<file path="src/rtl/uart_rx_cfg.sv">
// Oversampling UART receiver with configurable word width, stop bits, parity and
// bit order; each bit is the majority of the last three ticks of its period.
module uart_rx_cfg #(
    parameter int WIDTH_WORD    = 8,
    parameter int CANT_BIT_STOP = 2,
    parameter int OVERSAMPLE    = 16,
    parameter int PARITY_MODE   = 0,
    parameter int MSB_FIRST     = 1
) (
    input  logic                  i_clock,
    input  logic                  i_reset,
    input  logic                  i_rate,
    input  logic                  i_bit_rx,
    output logic                  o_rx_done,
    output logic [WIDTH_WORD-1:0] o_data_out,
    output logic                  o_parity_error,
    output logic                  o_frame_error,
    output logic                  o_busy
);
    localparam int TW = $clog2(OVERSAMPLE);
    localparam int BW = $clog2(WIDTH_WORD) + 1;

    localparam logic [TW-1:0] TICK_MID  = TW'(OVERSAMPLE / 2 - 1);
    localparam logic [TW-1:0] TICK_S0   = TW'(OVERSAMPLE - 3);
    localparam logic [TW-1:0] TICK_S1   = TW'(OVERSAMPLE - 2);
    localparam logic [TW-1:0] TICK_LAST = TW'(OVERSAMPLE - 1);
    localparam logic [BW-1:0] LAST_DATA = BW'(WIDTH_WORD - 1);
    localparam logic [BW-1:0] LAST_STOP = BW'(CANT_BIT_STOP - 1);

    typedef enum logic [2:0] {
        S_IDLE,
        S_START,
        S_DATA,
        S_PARITY,
        S_STOP,
        S_RECOVER
    } state_e;

    state_e                state_q, state_d;
    logic [1:0]            sync_q, sync_d;
    logic [TW-1:0]         tick_q, tick_d;
    logic [BW-1:0]         bit_q, bit_d;
    logic [WIDTH_WORD-1:0] shift_q, shift_d;
    logic [1:0]            maj_q, maj_d;
    logic                  perr_pend_q, perr_pend_d;
    logic                  ferr_pend_q, ferr_pend_d;
    logic                  done_q, done_d;
    logic [WIDTH_WORD-1:0] data_q, data_d;
    logic                  perr_q, perr_d;
    logic                  ferr_q, ferr_d;

    logic line;
    logic bit_sample;
    logic ferr_now;

    assign line       = sync_q[1];
    assign bit_sample = (maj_q[0] & maj_q[1]) | (maj_q[0] & line) | (maj_q[1] & line);
    assign ferr_now   = ferr_pend_q | ~bit_sample;

    always_comb begin
        // NOTE: every _d starts from its _q (done from 0) so no branch can leave one unassigned and infer a latch.
        state_d     = state_q;
        sync_d      = {sync_q[0], i_bit_rx};
        tick_d      = tick_q;
        bit_d       = bit_q;
        shift_d     = shift_q;
        maj_d       = maj_q;
        perr_pend_d = perr_pend_q;
        ferr_pend_d = ferr_pend_q;
        done_d      = 1'b0;
        data_d      = data_q;
        perr_d      = perr_q;
        ferr_d      = ferr_q;

        if (i_rate) begin
            if (tick_q == TICK_S0) maj_d[0] = line;
            if (tick_q == TICK_S1) maj_d[1] = line;

            unique case (state_q)
                S_IDLE: begin
                    tick_d = '0;
                    if (!line) state_d = S_START;
                end
                S_START: begin
                    if (tick_q == TICK_MID) begin
                        tick_d = '0;
                        bit_d  = '0;
                        if (!line) begin
                            state_d     = S_DATA;
                            perr_pend_d = 1'b0;
                            ferr_pend_d = 1'b0;
                        end else begin
                            state_d = S_IDLE;
                        end
                    end else begin
                        tick_d = tick_q + 1'b1;
                    end
                end
                S_DATA, S_PARITY, S_STOP: begin
                    if (tick_q != TICK_LAST) begin
                        tick_d = tick_q + 1'b1;
                    end else begin
                        tick_d = '0;
                        if (state_q == S_DATA) begin
                            if (MSB_FIRST != 0) shift_d = {shift_q[WIDTH_WORD-2:0], bit_sample};
                            else                shift_d = {bit_sample, shift_q[WIDTH_WORD-1:1]};
                            if (bit_q == LAST_DATA) begin
                                bit_d   = '0;
                                state_d = (PARITY_MODE != 0) ? S_PARITY : S_STOP;
                            end else begin
                                bit_d = bit_q + 1'b1;
                            end
                        end else if (state_q == S_PARITY) begin
                            perr_pend_d = (^shift_q) ^ bit_sample ^ (PARITY_MODE == 2);
                            state_d     = S_STOP;
                        end else begin
                            ferr_pend_d = ferr_now;
                            if (bit_q == LAST_STOP) begin
                                // Publish the frame, including any errors, in one cycle.
                                bit_d   = '0;
                                done_d  = 1'b1;
                                data_d  = shift_q;
                                perr_d  = perr_pend_q;
                                ferr_d  = ferr_now;
                                state_d = ferr_now ? S_RECOVER : S_IDLE;
                            end else begin
                                bit_d = bit_q + 1'b1;
                            end
                        end
                    end
                end
                S_RECOVER: begin
                    tick_d = '0;
                    if (line) state_d = S_IDLE;
                end
                default: state_d = S_IDLE;
            endcase
        end
    end

    always_ff @(posedge i_clock or negedge i_reset) begin
        if (!i_reset) begin
            state_q     <= S_IDLE;
            sync_q      <= 2'b11;
            tick_q      <= '0;
            bit_q       <= '0;
            shift_q     <= '0;
            maj_q       <= '0;
            perr_pend_q <= 1'b0;
            ferr_pend_q <= 1'b0;
            done_q      <= 1'b0;
            data_q      <= '0;
            perr_q      <= 1'b0;
            ferr_q      <= 1'b0;
        end else begin
            // NOTE: non-blocking updates so every flop samples pre-edge values regardless of statement order.
            state_q     <= state_d;
            sync_q      <= sync_d;
            tick_q      <= tick_d;
            bit_q       <= bit_d;
            shift_q     <= shift_d;
            maj_q       <= maj_d;
            perr_pend_q <= perr_pend_d;
            ferr_pend_q <= ferr_pend_d;
            done_q      <= done_d;
            data_q      <= data_d;
            perr_q      <= perr_d;
            ferr_q      <= ferr_d;
        end
    end

    assign o_rx_done      = done_q;
    assign o_data_out     = data_q;
    assign o_parity_error = perr_q;
    assign o_frame_error  = ferr_q;
    assign o_busy         = (state_q != S_IDLE);
endmodule

</file>
<file path="config.mk">
export PLATFORM = sky130hd
export DESIGN_NAME = uart_rx_cfg
export DESIGN_NICKNAME = d
export VERILOG_FILES = /design/src/rtl/uart_rx_cfg.sv
export SDC_FILE = /design/constraint.sdc
export NUM_CORES = 1
export LEC_CHECK = 0
export CORE_UTILIZATION = 30
export DETAILED_ROUTE_END_ITERATION = 10
export SLEW_MARGIN = 20
export SYNTH_ARGS = -nofsm -noshare
export SYNTH_HDL_FRONTEND = slang
export SYNTH_SLANG_ARGS = --single-unit
</file>
<file path="constraint.sdc">
create_clock -name i_clock -period 4.9 [get_ports i_clock]
set_input_delay 0.735 -clock i_clock [delete_from_list [all_inputs] [get_ports i_clock]]
set_output_delay 0.735 -clock i_clock [all_outputs]
set_load 0.1 [all_outputs]
</file>
* Word-level counts from Yosys, hierarchy flattened
Cells that the tools add are included.
** Word-level totals
- Bits of input ports :: 4
- Flip-flop bits (word level) :: 36
- Word-level logic and storage cells :: 101
- Output and inout bits :: 12
** Cells by class
- Mux-type cells :: 37
- Reductions and logical operators :: 16
- Add/sub/neg operators :: 2
- Equality and inequality tests :: 22
- Bitwise gates (word level) :: 11
** Operators by type and width (count)
- 2-to-1 mux 4 bit :: 8
- 2-to-1 mux 3 bit :: 9
- AND reduction 7 bit :: 3
- inequality test 2 bit, second input constant :: 8
- 2-to-1 mux 1 bit :: 14
- one-hot mux 3 bit (4 select lines) :: 1
- one-hot mux 4 bit (3 select lines) :: 1
- adder 4 x 1 -> 4 bit, second input constant :: 2
- == test 4 x 3 -> 1 bit, second input constant :: 2
- == test 4 bit, second input constant :: 2
- inequality test 4 bit, second input constant :: 2
- one-hot mux 4 bit (2 select lines) :: 1
- parity 8 bit :: 1
- == test 3 x 2 -> 1 bit, second input constant :: 2
- == test 3 bit, second input constant :: 2
- inequality test 3 bit, second input constant :: 2
- AND reduction 2 bit :: 3
- AND reduction 6 bit :: 1
- nonzero test 3 bit :: 2
- AND reduction 5 bit :: 1
- == test 4 x 1 -> 1 bit, second input constant :: 1
- NOT 1 bit :: 4
- one-hot mux 1 bit (2 select lines) :: 2
- AND reduction 4 bit :: 1
- other kinds (9) :: 13

* Logic depth before layout (Yosys ltp)
Gate-level depths: netlist (run 1).
- Depth after elaboration :: 11
- Gate-level depth with buffers :: 7
- Mapped depth without buffers :: 6

* Worst setup path before layout (run 1)
No wires, ideal clock.
- Path type :: register to output
- From :: reg state_q[2]
- To :: out o_busy
- Buffers on the path :: 2
- Data required time :: 4165 ps
- Data arrival time :: 1497 ps
- Stages on the path, launching flop included :: 5
- Slack :: 2668 ps
- Cell sequence :: dfrtp_1 buf_4 clkbuf_1 inv_1 nand2_1
** Between the ends
- Longest elaborated chain between the ends :: 1
** RTL lines
- start, declared :: line 39 : state_e state_q, state_d;
- start signal, assigned :: line 157 : state_q <= state_d;
- nonzero test 3 bit :: line 176 : assign o_busy = (state_q != S_IDLE);
- end, declared :: line 18 : output logic o_busy
Every way passes these cells.

* Worst setup path after layout (run 1)
Same ends and word-level chain as after synthesis.

==> impl_metrics.py, run 1 <==
metrics = {
    "placement": {
        "dp_hpwl_mm": 2.40,
        "place_inst": 255,
        "io_buffers": 15,
        "place_area_um2": 2080,
        "dp_slack_ns": 2.04,
        "gp_congestion": 0.799,
    },
    "synthesis": {
        "synth-seq-area-share_pct": 48.8,
        "syn-num-nets": 178,
        "syn_inst": 169,
        "synth_cell_type_count": 43,
        "synth_area_um2": 1850,
        "syn_area_per_cell_um2": 11.0,
        "synth_warnings": 0,
        "synth.largest_area_cell": "dfrtp_1",
        "async_reset_ff_share_pct": 100,
        "synth_edf_count": 0,
        "synth_area_leaders": "dfrtp_1 (46%), mux2_2 (11%), xnor2_1 (4.3%)",
        "synth.top_cell.area_share_pct": 45.9,
        "synthFlopType": "dfrtp_1",
        "ys_ff_latch": 36,
    },
    "global_route": {
        "grt_usage_pct": 11.9,
        "grt_pass1_vias": 1202,
        "antenna_found_initial": 0,
        "grt_max_degree": 37,
        "overflow": 0,
        "grt_pass1_wl_mm": 5.83,
    },
    "sta": {
        "layout_setup_ws_ns": 1.80,
        "fmax_ghz": 0.323,
        "finalSetupViolations": 0,
        "final.period_utilization_pct": 63.2,
        "fin_skew_ns": 0.00531,
        "hold_viol_final": 0,
        "drv_slew": 0,
        "max-slew-margin-rel_pct": 35.3,
        "fin_hold_ws_ns": 0.357,
        "tns_ns": 0,
        "grt_setup_unrepaired": "no",
        "post-route-min-period_ns": 3.10,
        "tightest_slew_ns": 0.967,
    },
    "setup_path": {
        "cp_max_fo": 16,
        "crit_path_start_kind": "register",
        "critPathCaptureType": "output port",
        "worstSetupPathType": "register to output port",
        "cp.required_ns": 4.16,
        "critPathArrivalTime_ns": 2.36,
    },
    "final_layout": {
        "nFillCells": 607,
        "num_antenna_cells": 0,
        "area_growth_syn_to_layout_pct": 16.8,
        "layout.cells.most_common_list": "dfrtp_1 (34), mux2_2 (18), nand2_1 (16), clkdlybuf4s50_1 (15), xnor2_1 (9)",
        "final_nets": 196,
        "fin_area_um2": 2160,
        "layout-drive-gt1-share_pct": 19.1,
        "mostFrequentLayoutCell": "dfrtp_1",
        "fin_cells": 263,
    },
    "route": {
        "first_iter_violations": 108,
        "drt-pass1-iter-count": 4,
        "drc_errors": 0,
        "vias": 1285,
        "ant_nets": 0,
        "wl_per_cell_um": 13.0,
        "routed_wl_mm": 3.43,
        "vias_per_cell": 4.89,
    },
    "power": {
        "p_seq_share_pct": 43.0,
        "p_clk_share_pct": 21.2,
        "p_leak_nw": 0.947,
        "p_int_w": 0.000591,
        "irDropWorstVdd_v": 0.000221,
        "p_comb_share_pct": 35.8,
        "p_sw_w": 0.000383,
        "power.density_nw_per_um2": 451,
        "swShare_pct": 39.3,
    },
    "cts": {
        "clock_latency_ns": 0.29,
        "cts_max_level": 2,
        "postCtsSetupRepairBufs": 0,
        "root_buffer": "clkbuf_8",
        "clock-sinks": 36,
        "cts_tree": "done",
        "numCtsBuffers": 5,
        "cts_resized": 0,
        "cts_max_path_buffers": 2,
        "clk_pin_slew_ns": 0.07,
        "cts.hold.buffers_added": 0,
    },
    "floorplan": {
        "start_util_pct": 31.3,
        "core_area_um2": 5920,
        "die_area_um2": 6490,
        "top_level_ports": 16,
        "die_h_um": 80.6,
        "std_cell_rows": 28,
        "dieWidth_um": 80.6,
    },
    "hold_path": {
        "hp-class": "register to register",
    },
    "flow_run": {
        "max-cap-violations": 0,
    },
    "status": {
        "outcome": "finished clean",
    },
}
[state kept, by name, indices dropped and copies added, names as in the netlist, 2 cells and up]
name        count
bit_q           4
maj_q           2
o_data_out      8
shift_q         8
state_q         3
sync_q          2
tick_q          4
[layer usage]
| metal | global-route usage, % | vias to the layer above | wire, um |
|---|---|---|---|
| met5 | 0 | - | 0 |
| met4 | 5.89 | 0 | 82 |
| met3 | 2.73 | 6 | 130 |
| met2 | 17.3 | 21 | 1520 |
| met1 | 16.5 | 616 | 1700 |
| li1 | - | 642 | - |
[synth_stat cells (2+ instances only)]
cell	n
mux2_2	18
a21o_1	3
ha_1	5
o21ai_0	8
a21oi_1	8
a31oi_1	3
nand2_1	16
inv_1	8
o21bai_1	3
xor2_1	3
nand3_1	5
buf_2	3
nor2b_1	2
o2bb2ai_1	2
dfrtp_1	34
nor3_1	3
or3b_4	2
dfstp_2	2
and3_1	2
nor2_1	5
o2111ai_1	2
nand2b_1	3
xnor2_1	9
[through the flow]
| step | power, W | util (%) |
|---|---|---|
| floorplan | 0.000710 | - |
| global placement | 0.000769 | 35.1 |
| detailed placement | 0.000769 | 35.1 |
| CTS | 0.000982 | 36.5 |
| global route | 0.00105 | 36.5 |
| finish | 0.000974 | 36.5 |
[area by class of cell]
class / count / area, um^2 / area share (%)
multi-input cells: 120 / 892 / 41.3
repair buffers: 16 / 158 / 7.29
inverters: 8 / 30.0 / 1.39
clock inverters: 1 / 8.76 / 0.405
clock buffers: 7 / 76.3 / 3.53
flip-flops and latches: 36 / 903 / 41.8
well taps: 75 / 93.8 / 4.34
[kinds of logic after synthesis]
logic type,count (synthesis),share of synthesized area [%]
AOI/OAI and AO/OA,38,14.1
xor gates and xnor gates,12,5.68
adders and majority gates,6,3.92
buffers and inverters,13,3.04
DFF,36,48.8
muxes,18,10.9
and+or+nand+nor,46,13.6
[power by group through the flow]
stage | logic, W | clock network [W] | registers [W]
final | 0.000349 | 0.000207 | 0.000419
after global routing | 0.000391 | 0.000226 | 0.000429
after detailed placement | 0.000346 | 0 | 0.000422
after floorplan | 0.000330 | 0 | 0.000380
after global placement | 0.000344 | 0 | 0.000425
after CTS | 0.000348 | 0.000216 | 0.000418
[path summary, 6_finish.rpt]
kind	slack [ns]	cells past startpoint	to	from
setup / recovery	1.80	3	o_busy	state_q[2]
hold / removal	0.36	0	sync_q[1]	sync_q[0]
setup reg to reg	2.64	3	o_data_out[2]	state_q[2]
hold reg to reg	0.36	0	sync_q[1]	sync_q[0]
max in group asynchronous	3.70	2	sync_q[0]	i_reset
min in group asynchronous	0.85	2	o_data_out[5]	i_reset
[worst max-delay path: stages, from the launching register on]
cell and delay, ns:
dfrtp_1 0.66, inv_1 0.17, nand2_1 0.11, clkdlybuf4s50_1 1.13
No activity file was read; power rests on OpenSTA's default activity.
==> run 2, diff against run 1 <==
- clock period: 4.9 -> 2.9 ns (I/O delays scaled with it)
==> run 2 against run 1 <==
  * First-iteration DRC count is 31% lower
  * Via count down 0.23%
  * Sequential power is 70% higher
  * Critical path depth up 2
  * Largest power group unchanged
  * Core utilization is 0.063 points higher
  * Clock power rose by 120%
  * Routed wire length decreased by 0.32%
  * Die area unchanged
  * Highest routed layer unchanged
  * Non-clock buffer count is 1 higher
==> impl_metrics.py, run 2 (synthesis gave the netlist of run 1 again) <==
metrics = {
    "global_route": {
        "overflow": 0,
        "grt_pass1_vias": 1211,
        "grt_pass1_wl_mm": 6.00,
        "antenna_found_initial": 0,
        "grt_max_degree": 37,
        "grt_usage_pct": 12.3,
    },
    "floorplan": {
        "core_area_um2": 5920,
        "start_util_pct": 31.3,
        "dieWidth_um": 80.6,
        "die_h_um": 80.6,
        "std_cell_rows": 28,
        "top_level_ports": 16,
        "die_area_um2": 6490,
    },
    "setup_path": {
        "cp.required_ns": 3.14,
        "crit_top_cell": "or3b_4",
        "worstSetupPathType": "register to register",
        "cp_max_fo": 16,
        "cp_top_family": "simple AND/OR/NAND/NOR gates",
        "critPathArrivalTime_ns": 2.34,
        "crit_path_start_kind": "register",
        "crit-reg2reg-launch": "state_q[2]",
        "critPathBufInv": 0,
        "slowest_stage": "dfrtp_1",
        "max_stage_delay_ns": 0.66,
        "startpoint": "state_q[2]",
        "critPathCaptureType": "register",
        "crit_chain": "or3b_4 -> o21ai_2 -> or3b_4 -> nor4b_2 -> a21o_1",
    },
    "cts": {
        "clk_pin_slew_ns": 0.08,
        "numCtsBuffers": 5,
        "clock_latency_ns": 0.29,
        "postCtsSetupRepairBufs": 0,
        "clock-sinks": 36,
        "cts_max_path_buffers": 2,
        "cts_resized": 0,
        "cts_max_level": 2,
        "cts.hold.buffers_added": 0,
        "root_buffer": "clkbuf_8",
        "cts_tree": "done",
    },
    "sta": {
        "tns_ns": 0,
        "grt_setup_unrepaired": "no",
        "fin_skew_ns": 0.00882,
        "hold_viol_final": 0,
        "max-slew-margin-rel_pct": 66.2,
        "drv_slew": 0,
        "post-route-min-period_ns": 2.09,
        "finalSetupViolations": 0,
        "fmax_ghz": 0.477,
        "fin_hold_ws_ns": 0.361,
        "tightest_slew_ns": 0.507,
        "final.period_utilization_pct": 72.2,
    },
    "placement": {
        "dp_hpwl_mm": 2.37,
        "gp_congestion": 0.854,
        "place_inst": 256,
        "io_buffers": 15,
        "place_area_um2": 2050,
    },
    "power": {
        "p_leak_nw": 0.987,
        "power.density_nw_per_um2": 802,
        "irDropWorstVdd_v": 0.000344,
    },
    "hold_path": {
        "hold_start": "sync_q[0]",
        "hp-class": "register to register",
    },
    "final_layout": {
        "nFillCells": 586,
        "fin_cells": 264,
        "num_antenna_cells": 0,
        "layout.cells.most_common_list": "dfrtp_1 (34), mux2_2 (18), nand2_1 (16), buf_4 (14), xnor2_1 (9)",
        "area_growth_syn_to_layout_pct": 17.0,
        "layout-drive-gt1-share_pct": 27.0,
        "final_nets": 197,
        "mostFrequentLayoutCell": "dfrtp_1",
        "fin_area_um2": 2170,
    },
    "route": {
        "wl_per_cell_um": 12.9,
        "vias_per_cell": 4.86,
        "drt-pass1-iter-count": 4,
        "vias": 1282,
        "routed_wl_mm": 3.42,
        "first_iter_violations": 75,
        "drc_errors": 0,
        "ant_nets": 0,
    },
    "flow_run": {
        "max-cap-violations": 0,
    },
    "status": {
        "outcome": "finished clean",
    },
}
[run 2: cell types whose count changed in the layout (fill, tap and decap cells not counted), sizes merged]
cell and delta:
bufinv +1, clkbuf -2, buf +13, clkinvlp +1, clkdlybuf4s50 -12
[run 2: report_power, final]
part           internal, W  total [W]  switching, W  leakage (nW)
registers         0.000571   0.000711      0.000141         0.473
logic             0.000252   0.000581      0.000329         0.460
clock network     0.000254   0.000446      0.000191        0.0541
total              0.00108    0.00174      0.000661         0.987
[run 2: final cells by class]
cell class              count  area, um^2  share of cell area [%]
clock inverters             3        42.5                    1.96
repair buffers             17         135                    6.24
inverters                   8        30.0                    1.39
multi-input cells         120         892                    41.2
clock buffers               5        68.8                    3.18
flip-flops and latches     36         903                    41.7
well taps                  75        93.8                    4.33
[run 2: per-stage QoR]
stage,total power [W],util (%),worst slack (ns)
finish,0.00174,36.6,0.806
global route,0.00187,36.6,0.669
CTS,0.00175,36.6,0.805
detailed placement,0.00130,34.7,0.671
global placement,0.00129,34.7,0.676
floorplan,0.00120,-,0.968
[run 2: metal layers]
| layer | wire length (um) | share of wire (%) | vias to the layer above | global-route usage [%] |
|---|---|---|---|---|
| li1 | - | - | 642 | - |
| met1 | 1770 | 52 | 620 | 17.0 |
| met2 | 1480 | 43 | 16 | 18.1 |
| met3 | 120 | 3.5 | 4 | 3.52 |
| met4 | 52 | 1.5 | 0 | 4.46 |
| met5 | 0 | 0 | - | 0 |
[run 2: worst paths after layout]
path                       slack, ns            end  depth (start not counted)
hold / removal                  0.36      sync_q[1]                          0
setup / recovery                0.81       bit_q[2]                          5
hold reg to reg                 0.36      sync_q[1]                          0
max in group asynchronous       2.00      sync_q[1]                          2
min in group asynchronous       0.55  o_data_out[6]                          2
setup reg to reg                0.81       bit_q[2]                          5
==> run 3, diff against run 2 <==
- clock period: 2.9 -> 2.2 ns (I/O delays scaled with it)
==> run 3 against run 2 <==
  * First-iteration DRC count shrank 15%
  * Sequential cell count is the same
  * Hold slack worse by 0.0051 ns
  * Highest routed layer unchanged
  * Cell area increased by 2.5%
  * Global-route usage fell by 0.10 points
  * Worst setup slack got worse by 0.53 ns
  * Clock power increased by 27%
  * Combinational power increased by 60%
==> impl_metrics.py, run 3 (synthesis gave the netlist of run 1 again) <==
metrics = {
    "final_layout": {
        "mostFrequentLayoutCell": "dfrtp_1",
        "num_antenna_cells": 0,
        "final_nets": 203,
        "layout.cells.most_common_list": "dfrtp_1 (34), buf_4 (19), mux2_2 (18), nand2_1 (16), xnor2_1 (9)",
        "area_growth_syn_to_layout_pct": 19.9,
        "layout-drive-gt1-share_pct": 28.7,
        "final_util_pct": 37.5,
    },
    "sta": {
        "tightest_slew_ns": 0.447,
        "hold_viol_final": 0,
        "max-slew-margin-rel_pct": 70.2,
        "fin_hold_ws_ns": 0.356,
        "grt_setup_unrepaired": "no",
        "post-route-min-period_ns": 1.92,
        "finalSetupViolations": 0,
        "fin_skew_ns": 0.00619,
        "final.period_utilization_pct": 87.4,
        "drv_slew": 0,
        "fmax_ghz": 0.520,
        "tns_ns": 0,
    },
    "global_route": {
        "grt_pass1_vias": 1338,
        "overflow": 0,
        "grt_max_degree": 37,
        "grt_usage_pct": 12.2,
        "antenna_found_initial": 0,
        "grt_pass1_wl_mm": 6.01,
    },
    "setup_path": {
        "worstSetupPathType": "register to register",
        "cp_top_family": "simple AND/OR/NAND/NOR gates",
        "crit_top_cell": "or3b_4",
        "critPathArrivalTime_ns": 2.10,
        "critPathBufInv": 0,
        "cp.required_ns": 2.38,
        "crit-reg2reg-launch": "state_q[1]",
        "cp_max_fo": 11,
        "slowest_stage": "dfrtp_1",
        "crit_chain": "or3b_4 -> o21ai_2 -> or3b_4 -> o21bai_1 -> a21o_1",
        "max_stage_delay_ns": 0.50,
        "reg2reg_to": "bit_q[2]",
        "crit_path_start_kind": "register",
        "critPathCaptureType": "register",
        "reg2reg_slack_ns": 0.28,
        "ff2ff_path_depth": 5,
    },
    "cts": {
        "numCtsBuffers": 5,
        "cts_tree": "done",
        "cts.hold.buffers_added": 0,
        "clock-sinks": 36,
        "clock_latency_ns": 0.29,
        "cts_max_path_buffers": 2,
        "clk_pin_slew_ns": 0.07,
        "postCtsSetupRepairBufs": 0,
        "cts_resized": 0,
        "cts_max_level": 2,
        "root_buffer": "clkbuf_8",
    },
    "route": {
        "vias": 1311,
        "wl_per_cell_um": 12.7,
        "drc_errors": 0,
        "ant_nets": 0,
        "routed_wl_mm": 3.42,
        "drt-pass1-iter-count": 4,
        "first_iter_violations": 64,
        "vias_per_cell": 4.86,
    },
    "hold_path": {
        "hold_end": "sync_q[1]",
        "hp-class": "register to register",
        "hold_path_depth": 0,
        "hold_start": "sync_q[0]",
    },
    "status": {
        "outcome": "finished clean",
    },
    "floorplan": {
        "die_area_um2": 6490,
        "dieWidth_um": 80.6,
        "core_area_um2": 5920,
        "std_cell_rows": 28,
        "start_util_pct": 31.3,
        "top_level_ports": 16,
        "die_h_um": 80.6,
    },
    "placement": {
        "gp_congestion": 0.824,
        "dp_hpwl_mm": 2.50,
        "io_buffers": 15,
    },
    "power": {
        "p_leak_nw": 1.02,
        "irDropWorstVdd_v": 0.000552,
        "power.density_nw_per_um2": 1070,
    },
    "flow_run": {
        "max-cap-violations": 0,
    },
}
==> run 3: cell count changes in the layout (fill, tap and decap cells not counted) <==
cell and change:
buf_12 +1, clkbuf_1 +1, clkinvlp_4 -1, buf_4 +5
==> run 3: worst max-delay path by stage <==
stage,from,endpoint,slack (ns),cells past startpoint
floorplan,state_q[2],o_busy,0.37,4
global placement,i_rate,o_data_out[0],0.20,6
detailed placement,i_rate,o_data_out[4],0.18,6
CTS,state_q[1],shift_q[6],0.25,3
global route,state_q[1],bit_q[1],0.06,5
finish,state_q[1],bit_q[2],0.28,5
==> run 3: final cells by class <==
type / count / area (um^2)
sequential: 36 / 903
fill: 597 / 3700
tap: 75 / 93.8
multi-input combinational: 120 / 892
clock inverter: 2 / 35.0
clock buffer: 6 / 72.6
timing repair buffer: 23 / 193
inverter: 8 / 30.0
==> run 3: power by group <==
group	switching (W)	internal, W
clock	0.000229	0.000336
sequential	0.000123	0.000754
combinational	0.000511	0.000416
==> run 3: worst register-to-register path: stages, from the launching register on <==
cell,delay (ns)
dfrtp_1,0.50
or3b_4,0.48
o21ai_2,0.08
or3b_4,0.42
o21bai_1,0.17
a21o_1,0.17
==> run 3: through the flow <==
stage	instance area, um^2	cells	setup slack (ns)	power (W)
detailed placement	2110	262	0.181	0.00181
finish	2220	270	0.278	0.00237
CTS	2220	270	0.253	0.00239
global route	2220	270	0.0614	0.00255
floorplan	1850	169	0.373	0.00158
global placement	2110	262	0.202	0.00181
==> run 3: layer usage <==
layer / GRT usage, % / wire length, um / vias up
met5: 0 / 0 / -
met4: 4.29 / 58 / 0
met3: 3.52 / 115 / 6
met2: 19.8 / 1570 / 15
met1: 15.2 / 1670 / 637
li1: - / - / 653
